<file path="src/rtl/uart_rx.sv">
// UART receiver, 8N1, LSB first. Synchronises rx, qualifies the start bit at half-bit,
// samples data and stop at bit centres, and emits a 1-cycle valid or framing-error strobe.
module uart_rx #(
    parameter int CLK_FREQ  = 50000000,
    parameter int BAUD_RATE = 9600
) (
    input  logic       clk,
    input  logic       reset_n,
    input  logic       rx,
    output logic [7:0] rx_data,
    output logic       rx_valid,
    output logic       frame_err,
    output logic       rx_busy
);

    localparam int BAUD_PERIOD = CLK_FREQ / BAUD_RATE;
    localparam int HALF_PERIOD = BAUD_PERIOD / 2;
    localparam int CNT_W       = $clog2(BAUD_PERIOD);

    localparam logic [CNT_W-1:0] CNT_BIT_END  = CNT_W'(BAUD_PERIOD - 1);
    localparam logic [CNT_W-1:0] CNT_HALF_END = CNT_W'(HALF_PERIOD - 1);
    localparam logic [CNT_W-1:0] CNT_ONE      = CNT_W'(1);
    localparam logic [CNT_W-1:0] CNT_ZERO     = CNT_W'(0);

    typedef enum logic [1:0] {
        ST_IDLE  = 2'd0,
        ST_START = 2'd1,
        ST_DATA  = 2'd2,
        ST_STOP  = 2'd3
    } state_t;

    logic             rx_meta_r;
    logic             rx_s_r;
    logic             rx_prev_r;
    state_t           state_r;
    state_t           state_nx_s;
    logic [CNT_W-1:0] cnt_r;
    logic [CNT_W-1:0] cnt_nx_s;
    logic [2:0]       bit_idx_r;
    logic [2:0]       bit_idx_nx_s;
    logic [7:0]       shift_r;
    logic [7:0]       shift_nx_s;
    logic [7:0]       rx_data_r;
    logic [7:0]       rx_data_nx_s;
    logic             rx_valid_r;
    logic             rx_valid_nx_s;
    logic             frame_err_r;
    logic             frame_err_nx_s;
    logic             rx_busy_r;
    logic             rx_busy_nx_s;
    logic             fall_s;

    assign fall_s = rx_prev_r & ~rx_s_r;

    // Synchroniser and edge-detect history; preset high so reset looks like an idle line.
    always_ff @(posedge clk or negedge reset_n) begin
        if (!reset_n) begin
            rx_meta_r <= 1'b1;
            rx_s_r    <= 1'b1;
            rx_prev_r <= 1'b1;
        end else begin
            rx_meta_r <= rx;
            rx_s_r    <= rx_meta_r;
            rx_prev_r <= rx_s_r;
        end
    end

    // Receiver state and registered outputs.
    always_ff @(posedge clk or negedge reset_n) begin
        if (!reset_n) begin
            state_r     <= ST_IDLE;
            cnt_r       <= CNT_ZERO;
            bit_idx_r   <= 3'd0;
            shift_r     <= 8'h00;
            rx_data_r   <= 8'h00;
            rx_valid_r  <= 1'b0;
            frame_err_r <= 1'b0;
            rx_busy_r   <= 1'b0;
        end else begin
            state_r     <= state_nx_s;
            cnt_r       <= cnt_nx_s;
            bit_idx_r   <= bit_idx_nx_s;
            shift_r     <= shift_nx_s;
            rx_data_r   <= rx_data_nx_s;
            rx_valid_r  <= rx_valid_nx_s;
            frame_err_r <= frame_err_nx_s;
            rx_busy_r   <= rx_busy_nx_s;
        end
    end

    // Next-state and output decode.
    always_comb begin
        state_nx_s     = state_r;
        cnt_nx_s       = cnt_r;
        bit_idx_nx_s   = bit_idx_r;
        shift_nx_s     = shift_r;
        rx_data_nx_s   = rx_data_r;
        rx_valid_nx_s  = 1'b0;
        frame_err_nx_s = 1'b0;
        case (state_r)
            ST_IDLE: begin
                // Only a genuine 1->0 edge arms; a line stuck low after a break does not.
                if (fall_s) begin
                    state_nx_s = ST_START;
                    cnt_nx_s   = CNT_ZERO;
                end else begin
                    cnt_nx_s   = CNT_ZERO;
                end
            end
            ST_START: begin
                if (cnt_r == CNT_HALF_END) begin
                    cnt_nx_s = CNT_ZERO;
                    if (rx_s_r) begin
                        state_nx_s = ST_IDLE;
                    end else begin
                        state_nx_s   = ST_DATA;
                        bit_idx_nx_s = 3'd0;
                    end
                end else begin
                    cnt_nx_s = cnt_r + CNT_ONE;
                end
            end
            ST_DATA: begin
                if (cnt_r == CNT_BIT_END) begin
                    cnt_nx_s   = CNT_ZERO;
                    shift_nx_s = {rx_s_r, shift_r[7:1]};
                    if (bit_idx_r == 3'd7) begin
                        state_nx_s = ST_STOP;
                    end else begin
                        bit_idx_nx_s = bit_idx_r + 3'd1;
                    end
                end else begin
                    cnt_nx_s = cnt_r + CNT_ONE;
                end
            end
            ST_STOP: begin
                // Leaving at mid-stop-bit leaves half a bit to catch a back-to-back start.
                if (cnt_r == CNT_BIT_END) begin
                    cnt_nx_s   = CNT_ZERO;
                    state_nx_s = ST_IDLE;
                    if (rx_s_r) begin
                        rx_data_nx_s  = shift_r;
                        rx_valid_nx_s = 1'b1;
                    end else begin
                        frame_err_nx_s = 1'b1;
                    end
                end else begin
                    cnt_nx_s = cnt_r + CNT_ONE;
                end
            end
            default: begin
                state_nx_s = ST_IDLE;
                cnt_nx_s   = CNT_ZERO;
            end
        endcase
        rx_busy_nx_s = (state_nx_s != ST_IDLE);
    end

    assign rx_data   = rx_data_r;
    assign rx_valid  = rx_valid_r;
    assign frame_err = frame_err_r;
    assign rx_busy   = rx_busy_r;

endmodule

</file>
<file path="config.mk">
export PLATFORM = sky130hd
export DESIGN_NAME = uart_rx
export DESIGN_NICKNAME = d
export VERILOG_FILES = /design/src/rtl/uart_rx.sv
export SDC_FILE = /design/constraint.sdc
export NUM_CORES = 1
export LEC_CHECK = 0
export ABC_AREA = 1
export BUFFER_PORTS_ARGS = -buffer_cell sky130_fd_sc_hd__clkbuf_2
export CORE_MARGIN = 3
export CORE_UTILIZATION = 45
export DETAILED_ROUTE_END_ITERATION = 7
export GPL_TIMING_DRIVEN = 0
export PLACE_DENSITY = 0.72
export SLEW_MARGIN = 40
export SYNTH_ARGS = -nofsm -noshare
export SYNTH_HDL_FRONTEND = slang
export SYNTH_SLANG_ARGS = --single-unit
</file>
<file path="constraint.sdc">
create_clock -name clk -period 1.7 [get_ports clk]
set_clock_uncertainty 0.2 [all_clocks]
set_input_delay 0.34 -clock clk [delete_from_list [all_inputs] [get_ports clk]]
set_output_delay 0.34 -clock clk [all_outputs]
set_load 0.005 [all_outputs]
</file>
* After elaboration in Yosys (flattened, before gate mapping)
Index checks and enable logic that the tools add are counted.
Cells by class: $add $sub $neg 2, $mul 0, div/mod/pow operators 0, order comparisons 0, equality and inequality tests 10, shifts and indexed selects 0, mux-type cells 21, bitwise gates (word level) 2, reduce and logical (&&, ||, !) cells 7
Operators with widths (number):
- one-hot mux 13 bit (3 select lines) | 1
- 2-to-1 mux 13 bit | 2
- adder 13 x 1 -> 13 bit, second input constant | 1
- equality test 13 x 12 -> 1 bit, second input constant | 1
- equality test 13 bit, second input constant | 1
- 2-to-1 mux 2 bit | 6
- 2-to-1 mux 3 bit | 4
- inequality test 2 bit, second input constant | 4
- one-hot mux 2 bit (4 select lines) | 1
- 2-to-1 mux 1 bit | 6
- one-hot mux 3 bit (2 select lines) | 1
- AND reduction 5 bit | 1
- equality test 2 bit, second input constant | 2
- nonzero test 2 bit | 2
- adder 3 x 1 -> 3 bit, second input constant | 1
- equality test 3 bit, second input constant | 1
- AND reduction 3 bit | 1
- equality test 2 x 1 -> 1 bit, second input constant | 1
- zero test 2 bit | 1
- AND reduction 2 bit | 1
- OR reduction 2 bit | 1
- AND 1 bit | 1
- NOT 1 bit | 1
Word-level totals: flip-flop bits (word level) 40, latch bits 0, RAM bits 0, ROM bits 0, input port bits 3, output and inout port bits 11, logic and storage cells 53, memories 0

* Longest topological paths before layout
word-level depth 5, depth in mapped cells 9, depth with buffers taken out 9

* Worst setup path after synthesis
Ideal clock, no wire load.
path kind reg-to-reg, start point register cnt_r[0], end point register rx_data_r[0], in the netlist rx_data[0], setup time 0.116 ns, arrival time 1.406 ns, required time 1.384 ns, slack -0.022 ns, cell stages (with the launch flop) 9, buffers on the path 0, period minus slack after synthesis 1.722 ns, path through dfrtp_1 > ha_1 > nand2_2 > nor2_4 > nand3_4 > nor3_4 > inv_4 > nand2_1 > nand2_1
On the way: word-level cells in the longest chain between the ends 2
RTL lines:
- from (decl) | line 37 | logic [CNT_W-1:0] cnt_r;
- from (signal assigned) | line 81 | cnt_r <= cnt_nx_s;
- equality test 13 bit | line 138 | if (cnt_r == CNT_BIT_END) begin
- AND reduction 3 bit (no source line)
- to (signal assigned) | line 84 | rx_data_r <= rx_data_nx_s;
- to (decl) | line 43 | logic [7:0] rx_data_r;
No other way between the ends. A chain may end at the register's enable or synchronous reset.

* Final worst setup path
start point register cnt_r[3], end point register rx_data_r[5], in the netlist rx_data[5]
Same word-level chain as after synthesis.

==> flow_summary.toml <==
[yosys]
synth_seq_cells = 40
netlist_instances = 233
synth.top_cell.area_share_pct = 49.6
synth_area_leaders = "dfrtp_1, nand2_1, inv_1, nor2_1, nand3_1"
ys_warn_count = 0
netlist.top_cell.by_area = "dfrtp_1"
yosysSeqAreaShare_pct = 53.8
synth.net_count = 239
synth.distinct_cells = 21
syn_area_um2 = 1870
synth.avg_cell_area_um2 = 8.02

[route]
via_per_inst = 4.96
first_iter_violations = 123
drt-total-wl_um = 3900
dr.pass1.iters = 4
num_vias = 1617
drc_errors = 0
wire_per_inst_um = 12.0
ant_nets = 0

[clock_network]
cts.htree.levels = 2
insertion_delay_ns = 0.30
numCtsBuffers = 5
tritoncts = "done"
path_clk_slew_ns = 0.09
cts_sinks = 40
clk_path_buf_depth = 2
root_buffer = "clkbuf_8"

[finish]
final_cell_count_no_fill = 326
num-fill-cells = 315
multi_input_area_um2 = 846
drive_above_1_share_pct = 31.7
final_nets = 283
final_cell_mix = "nand2_1, dfrtp_1, inv_1"
regArea_um2 = 1010
num_antenna_cells = 0
area_growth_pct = 30.8
layout_commonest_cell = "nand2_1"

[timing]
tightest_slew_ns = 0.524
maxSlewHeadroom_pct = 65.1
min_period_ns = 1.70
hold_viol = 0
grt_setup_unrepaired = "yes"
setup_viol = 1
fmax_ghz = 0.587
fin_ws_ns = -0.00305
timing.final.crit_share_pct = 100
slew_viol_final = 0

[global_route]
grt_pass1_vias = 1501
grt_pass1_wl_um = 6490
grt_max_degree = 41
antenna_found_initial = 0
grt_use_total_pct = 16.2
gr-total-overflow = 0

[floorplanning]
ios = 14
dieArea_um2 = 4960
start_util_pct = 48.8
num_rows = 22
die_y_um = 70.4
core_region_area_um2 = 3830
die_x_um = 70.4

[power_and_ir_drop]
pwr-share-comb_pct = 17.2
power.leakage_nw = 1.30
switching_power_mw = 0.629
ir_drop_mv = 0.632
netSwitchingFraction_pct = 27.9
p_int_mw = 1.63
p_clk_share_pct = 35.1
power_density_nw_per_um2 = 923
seqPwrFrac_pct = 47.7

[worst_setup_path]
slowest_delay_ns = 0.41
crit_family = "simple AND/OR/NAND/NOR gates"
crit_path_cell_trace = "inv_2 > nand2_2 > nor2_4 > nand3_4 > nor3_4 > buf_4 > nand2_1 > nand2_1"
worstPathRequired_ns = 1.74
path_common_cell = "nand2_1"
critPathSlowestCell = "dfrtp_1"
cp.arrival_ns = 1.75
startpoint_type = "register"
critPathBufInv = 2
cp_max_fo = 6
worst-setup-path-type = "reg -> reg"
end_kind = "register"

[hold_path]
hold_class = "reg -> reg"

[job]
maxCapViolations = 0

[run_status]
outcome = "finished with violations"
failed_checks = "setup timing"

[placed_design]
placed_cells = 294
place_congestion = 0.811
dp_hpwl_um = 2390
place_ws_ns = -0.290
port_buffers = 13
synth_stat cells, drive strengths merged:
cell type / instances
a21oi: 7
buf: 1
clkinv: 1
dfrtp: 37
dfstp: 3
ha: 3
inv: 34
nand2: 79
nand3: 17
nand4: 3
nor2: 31
nor3: 8
o21ai: 8
xor2: 1
metrics by stage:
step	area [um^2]	power, mW	hold WS [ns]	utilization, %	setup TNS, ns
final	2440	2.26	0.160	63.9	-0.00305
after global routing	2440	2.38	0.166	63.9	-2.40
after CTS	2260	2.19	0.163	59.1	-0.319
after detailed placement	2000	1.33	0.151	52.2	-5.24
after global placement	2000	1.32	0.147	52.2	-4.55
after floorplan	1870	1.25	-0.156	-	-0.0703
final timing paths:
path,from,endpoint,slack (ns),cells past startpoint
setup reg to reg,cnt_r[3],rx_data[5],-0.003,8
max in group asynchronous,reset_n,cnt_r[5],0.53,2
hold reg to reg,rx_meta_r,rx_s_r,0.16,0
hold / removal,rx_meta_r,rx_s_r,0.16,0
setup / recovery,cnt_r[3],rx_data[5],-0.003,8
min in group asynchronous,reset_n,rx_busy,0.39,2
routing by layer:
layer  GRT usage, %  vias up  share of wire (%)
li1               -      814                  -
met1           21.7      762                 49
met2           25.3       34                 46
met3           4.75        7                3.7
met4           5.11        0                1.4
met5              0        -                  0
worst reg2reg max path: stages, from the launching register on:
cell and delay [ns]:
dfrtp_1 0.41, inv_2 0.11, nand2_2 0.09, nor2_4 0.15, nand3_4 0.13, nor3_4 0.27
buf_4 0.19, nand2_1 0.05, nand2_1 0.06
power by group through the flow:
stage          registers, mW  logic (mW)  clock network, mW
2_1_floorplan           1.07       0.184                  0
3_3_place_gp            1.08       0.241                  0
3_5_place_dp            1.08       0.246                  0
4_1_cts                 1.07       0.307              0.814
5_1_grt                 1.08       0.442              0.854
6_report                1.08       0.388              0.791
area by class of cell:
type                    count  share of cell area [%]
plain buffers               1                   0.461
clock buffers               5                    2.82
clock inverters             3                    1.95
inverters                  35                    5.79
multi-input cells         157                    34.6
flip-flops and latches     40                    41.2
well taps                  48                    2.46
repair buffers             36                    10.5
repair inverters            1                   0.256
registers in the layout (all words and copies together) (netlist names), 2 cells and up:
signal,count
state_r,2
shift_r,8
bit_idx_r,3
cnt_r,13
rx_data,8
cell families after synthesis:
| kind of cell | count (synthesis) | share of synthesized area (%) |
|---|---|---|
| simple gates | 138 | 32.3 |
| flops | 40 | 53.8 |
| buf+inv | 36 | 7.43 |
| compound gates | 15 | 4.02 |
| fa+ha+maj | 3 | 2.01 |
| xor+xnor | 1 | 0.469 |
timing repair:
action | in CTS | in global routing
gates cloned | 0 | 2
setup endpoints to repair | 30 | 28
pin swaps | 11 | 11
buffers inserted | 11 | 9
resized for setup | 13 | 37
endpoints found under the hold margin | 38 | 0
hold buffers | 2 | 0
Power figures use the tool's default switching activity.
